File: src/rtl/lasernet_serial_pkg.sv
`default_nettype none
// ============================================================================
//  Module   : lasernet_serial_pkg
//  Purpose  : Shared definitions for the laser-link serial transmitter and
//             its matching receiver (serial_rx): transmitter FSM state
//             encoding, default frame geometry and line levels.
//  Ports    : none (package)
//  Revision : 1.0  initial release
// ============================================================================
package lasernet_serial_pkg;

    // Default frame geometry
    localparam int DEF_CLK_PER_BIT = 50;
    localparam int DEF_PKT_LENGTH  = 32;
    localparam int DEF_GAP_BITS    = 2;

    // Line levels; the receiver keys on the idle->start transition
    localparam logic LINE_IDLE  = 1'b0;
    localparam logic LINE_START = 1'b1;

    // Transmitter frame state
    typedef enum logic [1:0] {
        IDLE  = 2'd0,
        START = 2'd1,
        DATA  = 2'd2,
        GAP   = 2'd3
    } tx_state_e;

endpackage : lasernet_serial_pkg
`default_nettype wire

File: src/rtl/serial_bit_timer.sv
`default_nettype none
// ============================================================================
//  Module   : serial_bit_timer
//  Purpose  : Bit-period timer. Counts 0..CLK_PER_BIT-1 while enabled and
//             pulses bit_done for one cycle on the last clock of each bit
//             period, then wraps to 0.
//  Ports    : clk      in   clock
//             rst      in   synchronous reset, active-high
//             clear    in   force the count to 0 (priority over en)
//             en       in   advance the count
//             bit_done out  high on the final cycle of a bit period
//  Revision : 1.0  initial release
// ============================================================================
module serial_bit_timer #(
    parameter int CLK_PER_BIT = 50
) (
    input  logic clk,
    input  logic rst,
    input  logic clear,
    input  logic en,
    output logic bit_done
);

    localparam int              CTR_W    = $clog2(CLK_PER_BIT);
    localparam logic [CTR_W-1:0] CTR_LAST = CTR_W'(CLK_PER_BIT - 1);

    logic [CTR_W-1:0] ctr_q;
    logic [CTR_W-1:0] ctr_d;

    always_comb begin
        ctr_d = ctr_q;
        if (clear) begin
            ctr_d = '0;
        end else if (en) begin
            if (ctr_q == CTR_LAST) begin
                ctr_d = '0;
            end else begin
                ctr_d = ctr_q + 1'b1;
            end
        end
    end

    always_ff @(posedge clk) begin
        if (rst) begin
            ctr_q <= '0;
        end else begin
            ctr_q <= ctr_d;
        end
    end

    assign bit_done = en && (ctr_q == CTR_LAST);

endmodule : serial_bit_timer
`default_nettype wire

File: src/rtl/serial_tx.sv
`default_nettype none
// ============================================================================
//  Module   : serial_tx
//  Purpose  : Laser-link serial transmitter. Accepts a PKT_LENGTH-bit word
//             over a valid/ready handshake and sends it as a frame:
//             one high start bit, PKT_LENGTH data bits LSB first, then at
//             least GAP_BITS low bit-times. Each bit lasts CLK_PER_BIT clocks.
//             The line idles low and is driven only from a flop.
//  Build    : SERIAL_TX_BUF_EN adds a one-word holding buffer so frames can
//             run back-to-back with no idle cycle between them.
//  Ports    : clk       in   clock
//             rst       in   synchronous reset, active-high
//             data      in   [PKT_LENGTH] word, sampled only on acceptance
//             new_data  in   data valid
//             ready     out  a word can be accepted this cycle
//             tx        out  registered serial line
//             busy      out  a frame (start, data or gap) is in progress
//  Revision : 1.0  initial release
// ============================================================================
module serial_tx
    import lasernet_serial_pkg::*;
#(
    parameter int CLK_PER_BIT = DEF_CLK_PER_BIT,
    parameter int PKT_LENGTH  = DEF_PKT_LENGTH,
    parameter int GAP_BITS    = DEF_GAP_BITS
) (
    input  logic                  clk,
    input  logic                  rst,
    input  logic [PKT_LENGTH-1:0] data,
    input  logic                  new_data,
    output logic                  ready,
    output logic                  tx,
    output logic                  busy
);

    localparam int               BIT_W    = $clog2(PKT_LENGTH + 1);
    localparam int               GAP_W    = $clog2(GAP_BITS + 1);
    localparam logic [BIT_W-1:0] BIT_LAST = BIT_W'(PKT_LENGTH - 1);
    localparam logic [GAP_W-1:0] GAP_LAST = GAP_W'(GAP_BITS - 1);

    tx_state_e             state_q;
    tx_state_e             state_d;
    logic [PKT_LENGTH-1:0] shift_q;
    logic [PKT_LENGTH-1:0] shift_d;
    logic [BIT_W-1:0]      bit_ctr_q;
    logic [BIT_W-1:0]      bit_ctr_d;
    logic [GAP_W-1:0]      gap_ctr_q;
    logic [GAP_W-1:0]      gap_ctr_d;
    logic                  tx_q;
    logic                  tx_d;

    logic                  accept;
    logic                  bit_done;
    logic                  timer_clear;
    logic                  timer_en;

`ifdef SERIAL_TX_BUF_EN
    logic [PKT_LENGTH-1:0] buf_q;
    logic [PKT_LENGTH-1:0] buf_d;
    logic                  buf_valid_q;
    logic                  buf_valid_d;
    // Set when the accepted word goes straight into the shift register
    // rather than into the holding buffer.
    logic                  load_direct;

    assign ready = !buf_valid_q;
`else
    assign ready = (state_q == IDLE);
`endif

    assign accept = new_data && ready;
    assign busy   = (state_q != IDLE);
    assign tx     = tx_q;

    // The timer sits at zero while idle, so the first frame bit always
    // starts a full period. Between back-to-back frames it simply wraps.
    assign timer_clear = (state_q == IDLE);
    assign timer_en    = (state_q != IDLE);

    serial_bit_timer #(
        .CLK_PER_BIT (CLK_PER_BIT)
    ) u_bit_timer (
        .clk      (clk),
        .rst      (rst),
        .clear    (timer_clear),
        .en       (timer_en),
        .bit_done (bit_done)
    );

    // ------------------------------------------------------------------
    // Next-state logic
    // ------------------------------------------------------------------
    always_comb begin
        state_d   = state_q;
        shift_d   = shift_q;
        bit_ctr_d = bit_ctr_q;
        gap_ctr_d = gap_ctr_q;
`ifdef SERIAL_TX_BUF_EN
        buf_d       = buf_q;
        buf_valid_d = buf_valid_q;
        load_direct = 1'b0;
`endif

        case (state_q)
            IDLE: begin
                if (accept) begin
                    state_d   = START;
                    shift_d   = data;
                    bit_ctr_d = '0;
                    gap_ctr_d = '0;
`ifdef SERIAL_TX_BUF_EN
                    load_direct = 1'b1;
`endif
                end
            end

            START: begin
                if (bit_done) begin
                    state_d = DATA;
                end
            end

            DATA: begin
                if (bit_done) begin
                    shift_d   = shift_q >> 1;
                    bit_ctr_d = bit_ctr_q + 1'b1;
                    if (bit_ctr_q == BIT_LAST) begin
                        state_d   = GAP;
                        gap_ctr_d = '0;
                    end
                end
            end

            GAP: begin
                if (bit_done) begin
                    if (gap_ctr_q == GAP_LAST) begin
                        state_d   = IDLE;
                        gap_ctr_d = '0;
`ifdef SERIAL_TX_BUF_EN
                        // Chain straight into the next frame. A word
                        // arriving on this very edge (buffer empty) is
                        // also taken directly, otherwise it would sit in
                        // the buffer while the FSM idles.
                        if (buf_valid_q) begin
                            state_d     = START;
                            shift_d     = buf_q;
                            buf_valid_d = 1'b0;
                            bit_ctr_d   = '0;
                        end else if (accept) begin
                            state_d     = START;
                            shift_d     = data;
                            bit_ctr_d   = '0;
                            load_direct = 1'b1;
                        end
`endif
                    end else begin
                        gap_ctr_d = gap_ctr_q + 1'b1;
                    end
                end
            end

            default: begin
                state_d = IDLE;
            end
        endcase

`ifdef SERIAL_TX_BUF_EN
        if (accept && !load_direct) begin
            buf_d       = data;
            buf_valid_d = 1'b1;
        end
`endif
    end

    // ------------------------------------------------------------------
    // Line level. tx follows the current state one clock later, so the
    // start bit appears on the edge after acceptance.
    // ------------------------------------------------------------------
    always_comb begin
        tx_d = LINE_IDLE;
        case (state_q)
            START:   tx_d = LINE_START;
            DATA:    tx_d = shift_q[0];
            default: tx_d = LINE_IDLE;
        endcase
    end

    // ------------------------------------------------------------------
    // State registers
    // ------------------------------------------------------------------
    always_ff @(posedge clk) begin
        if (rst) begin
            state_q   <= IDLE;
            shift_q   <= '0;
            bit_ctr_q <= '0;
            gap_ctr_q <= '0;
            tx_q      <= LINE_IDLE;
        end else begin
            state_q   <= state_d;
            shift_q   <= shift_d;
            bit_ctr_q <= bit_ctr_d;
            gap_ctr_q <= gap_ctr_d;
            tx_q      <= tx_d;
        end
    end

`ifdef SERIAL_TX_BUF_EN
    always_ff @(posedge clk) begin
        if (rst) begin
            buf_q       <= '0;
            buf_valid_q <= 1'b0;
        end else begin
            buf_q       <= buf_d;
            buf_valid_q <= buf_valid_d;
        end
    end
`endif

endmodule : serial_tx
`default_nettype wire

File: config.mk
export PLATFORM = sky130hd
export DESIGN_NAME = serial_tx
export DESIGN_NICKNAME = d
export VERILOG_FILES = /design/src/rtl/lasernet_serial_pkg.sv /design/src/rtl/serial_bit_timer.sv /design/src/rtl/serial_tx.sv
export SDC_FILE = /design/constraint.sdc
export NUM_CORES = 1
export LEC_CHECK = 0
export CORE_MARGIN = 3
export CORE_UTILIZATION = 55
export CTS_BUF_LIST = sky130_fd_sc_hd__clkbuf_2 sky130_fd_sc_hd__clkbuf_4 sky130_fd_sc_hd__clkbuf_8
export DETAILED_ROUTE_END_ITERATION = 12
export PLACE_DENSITY = 0.78
export SLEW_MARGIN = 15
export SYNTH_ARGS = -nofsm -noshare
export SYNTH_HDL_FRONTEND = slang
export SYNTH_SLANG_ARGS = --single-unit
File: constraint.sdc
create_clock -name clk -period 2.5 [get_ports clk]
set_input_delay 0.75 -clock clk [delete_from_list [all_inputs] [get_ports clk]]
set_output_delay 0.75 -clock clk [all_outputs]
set_load 0.02 [all_outputs]
==> results.json <==
{
  "grt_max_degree": 34,
  "grt-ovfl-total": 0,
  "area_delta_synth_final_pct": 18.8,
  "arrival_ns": 1.53,
  "cts.sinks": 49,
  "syn_area_per_cell_um2": 10.2,
  "status": "finished, final reports clean",
  "pin_count": 38,
  "grt_usage": 0.174,
  "endpoint_kind": "output pin",
  "crit_type": "reg -> out",
  "diodes": 0,
  "synthArstFlopShare": 0,
  "fillers": 323,
  "hold_viol_final": 0,
  "yosysUniqueCellTypes": 40,
  "rsz0062_at_grt": "false",
  "hp-class": "reg -> reg",
  "grt_pass1_vias": 1747,
  "clockBufferDepth": 2,
  "irDropWorstVdd_mv": 0.558,
  "powerDensity_mw_per_mm2": 1010,
  "dr.pass1.iters": 4,
  "dieArea_mm2": 0.00542,
  "die_w_um": 73.6,
  "multi_input_area_mm2": 0.00140,
  "nets": 321,
  "via_count": 1784,
  "synth_seq_cells": 49,
  "wl_per_cell_um": 13.3,
  "final_util": 0.711,
  "crit_required_ns": 1.75,
  "critPathMaxStageDelay_ns": 0.39,
  "tns_ns": 0,
  "root_buffer": "clkbuf_8",
  "regArea_um2": 981,
  "drc": 0,
  "setup_ws_ns": 0.218,
  "antenna_found_initial": 0,
  "post-place-ws_ns": 0.182,
  "critical_path.max_fanout": 9,
  "min_period_over_period": 0.913,
  "die_height_um": 73.6,
  "dp_hpwl_um": 3110,
  "insertion_delay_ns": 0.29,
  "clk_pin_slew_ns": 0.08,
  "grt_pass1_wl_um": 7510,
  "worst_setup_path_start_kind": "flop",
  "rr_startpoint": "state_q[0]$_SDFFE_PP0P_",
  "whs_ns": 0.457,
  "drtIter0Drc": 81,
  "fin_skew_ns": 0.00517,
  "relSlewSlack": 0.590,
  "row_count": 23,
  "max_freq_mhz": 438,
  "cts_tree": "yes",
  "cp_common_cell": "inv_1",
  "port_buffers": 37,
  "final_antenna_net_count": 0,
  "routed_wl_um": 4380,
  "synth_warnings": 0,
  "core_area_mm2": 0.00420,
  "cts_hold_buffers": 0,
  "synth_area_mm2": 0.00252,
  "critical-path-top-delay-family": "buffers and inverters",
  "max_cap_violations": 0,
  "worst_pin_slew_ns": 0.615,
  "gp_congestion": 0.730,
  "ys.flop_type": "dfxtp_1",
  "cp_cell_sequence": "inv_1, ha_1, inv_1, dlygate4sd2_1",
  "synth_edf_count": 0,
  "cts_buffers": 5,
  "drive_above_1_share": 0.183,
  "ys_seq_area_frac": 0.390,
  "cpMaxStageDelayCell": "dfxtp_1",
  "min-delay-start": "gap_ctr_q[1]$_SDFFE_PP0P_",
  "startpoint": "state_q[0]$_SDFFE_PP0P_",
  "setup_viol": 0,
  "cts_setup_buffers": 0,
  "synthCells": 246,
  "syn-num-nets": 289,
  "fin_crit_ns": 2.28,
  "critPathBufInv": 3,
  "drv_slew": 0,
  "p_leak_uw": 0.00104,
  "htreeDepth": 2,
  "viasPerCell": 5.42,
  "start_util": 0.599
}
layer usage:
layer	vias up	track usage	wire length, um
met5	-	0	0
met4	0	0.0604	48
met3	5	0.0383	200
met2	29	0.295	2010
met1	815	0.216	2120
li1	935	-	-
through the flow:
stage	area, um^2	total power, uW	cells
final	2990	3020	329
after global routing	2990	3240	329
after CTS	2990	3060	329
after detailed placement	2900	2600	321
after global placement	2900	2560	321
after floorplan	2520	2330	246
power breakdown:
group	leakage, uW	internal [uW]	total (uW)	switching (uW)
logic	0.000588	662	1420	757
clock network	0.0000453	220	472	252
registers	0.000402	1000	1130	121
total	0.00104	1890	3020	1130
cell type report:
type	instances	area share
Clock buffer	7	0.0280
Inverter	9	0.0113
Clock inverter	1	0.00251
Multi-Input combinational cell	172	0.469
Tap cell	50	0.0209
Sequential cell	49	0.328
Timing Repair Buffer	41	0.140
logic make-up after synthesis:
family,share of synthesized area
AOI/OAI and AO/OA,0.213
adders and majority gates,0.0398
DFF,0.390
and+or+nand+nor,0.147
muxes,0.139
xor gates and xnor gates,0.0139
buffers and inverters,0.0567
synthesized netlist by cell type (3+ instances only):
cell,number,area [um^2]
a211oi_2,31,388
a21oi_1,7,35.0
buf_2,6,30.0
buf_4,3,22.5
buf_6,4,45.0
dfxtp_1,49,981
ha_1,8,100
inv_1,9,33.8
mux2i_1,35,350
nand2_1,5,18.8
nand2b_1,6,37.5
nand3_1,3,15.0
nor2_1,42,158
o21ai_0,5,25.0
or3_1,3,18.8
xnor2_1,3,26.3
worst register-to-register path: stages (launching register included):
cell and delay [ns]:
dfxtp_1 0.39, inv_1 0.10, ha_1 0.31, nand4bb_4 0.28, o21bai_4 0.42, buf_12 0.25
nor2_1 0.07, a211oi_2 0.18
registers in the layout (all words and copies together) (netlist names):
name	flops
bit_ctr_q	6
state_q	2
u_bit_timer.ctr_q	6
shift_q	32
gap_ctr_q	2
tx	1
final timing paths:
kind	to	slack (ns)	depth (start not counted)
hold / removal	gap_ctr_q[1]$_SDFFE_PP0P_	0.46	2
setup reg to reg	shift_q[22]$_SDFFE_PP0P_	0.42	7
setup / recovery	busy	0.22	4
hold reg to reg	gap_ctr_q[1]$_SDFFE_PP0P_	0.46	2
cells in the final DEF (no fill, tap or decap), types with 2 or more instances in the layout:
cell,n
xnor2_1,3
nor2_1,42
clkbuf_8,5
dlygate4sd2_1,2
ha_1,7
nand2b_1,6
buf_12,2
o21ai_0,5
o211a_1,2
dfxtp_1,49
a21oi_1,7
buf_4,2
nand2_1,5
inv_1,9
nand3_1,3
clkdlybuf4s50_1,34
or2_2,2
mux2i_1,35
or3_1,3
clkbuf_4,2
a211oi_2,31
timing repair:
action,in CTS,in global routing
setup endpoints to repair,2,0
resized for setup,2,0
hold endpoints to repair,0,0
(Power assumes the default switching activity.)
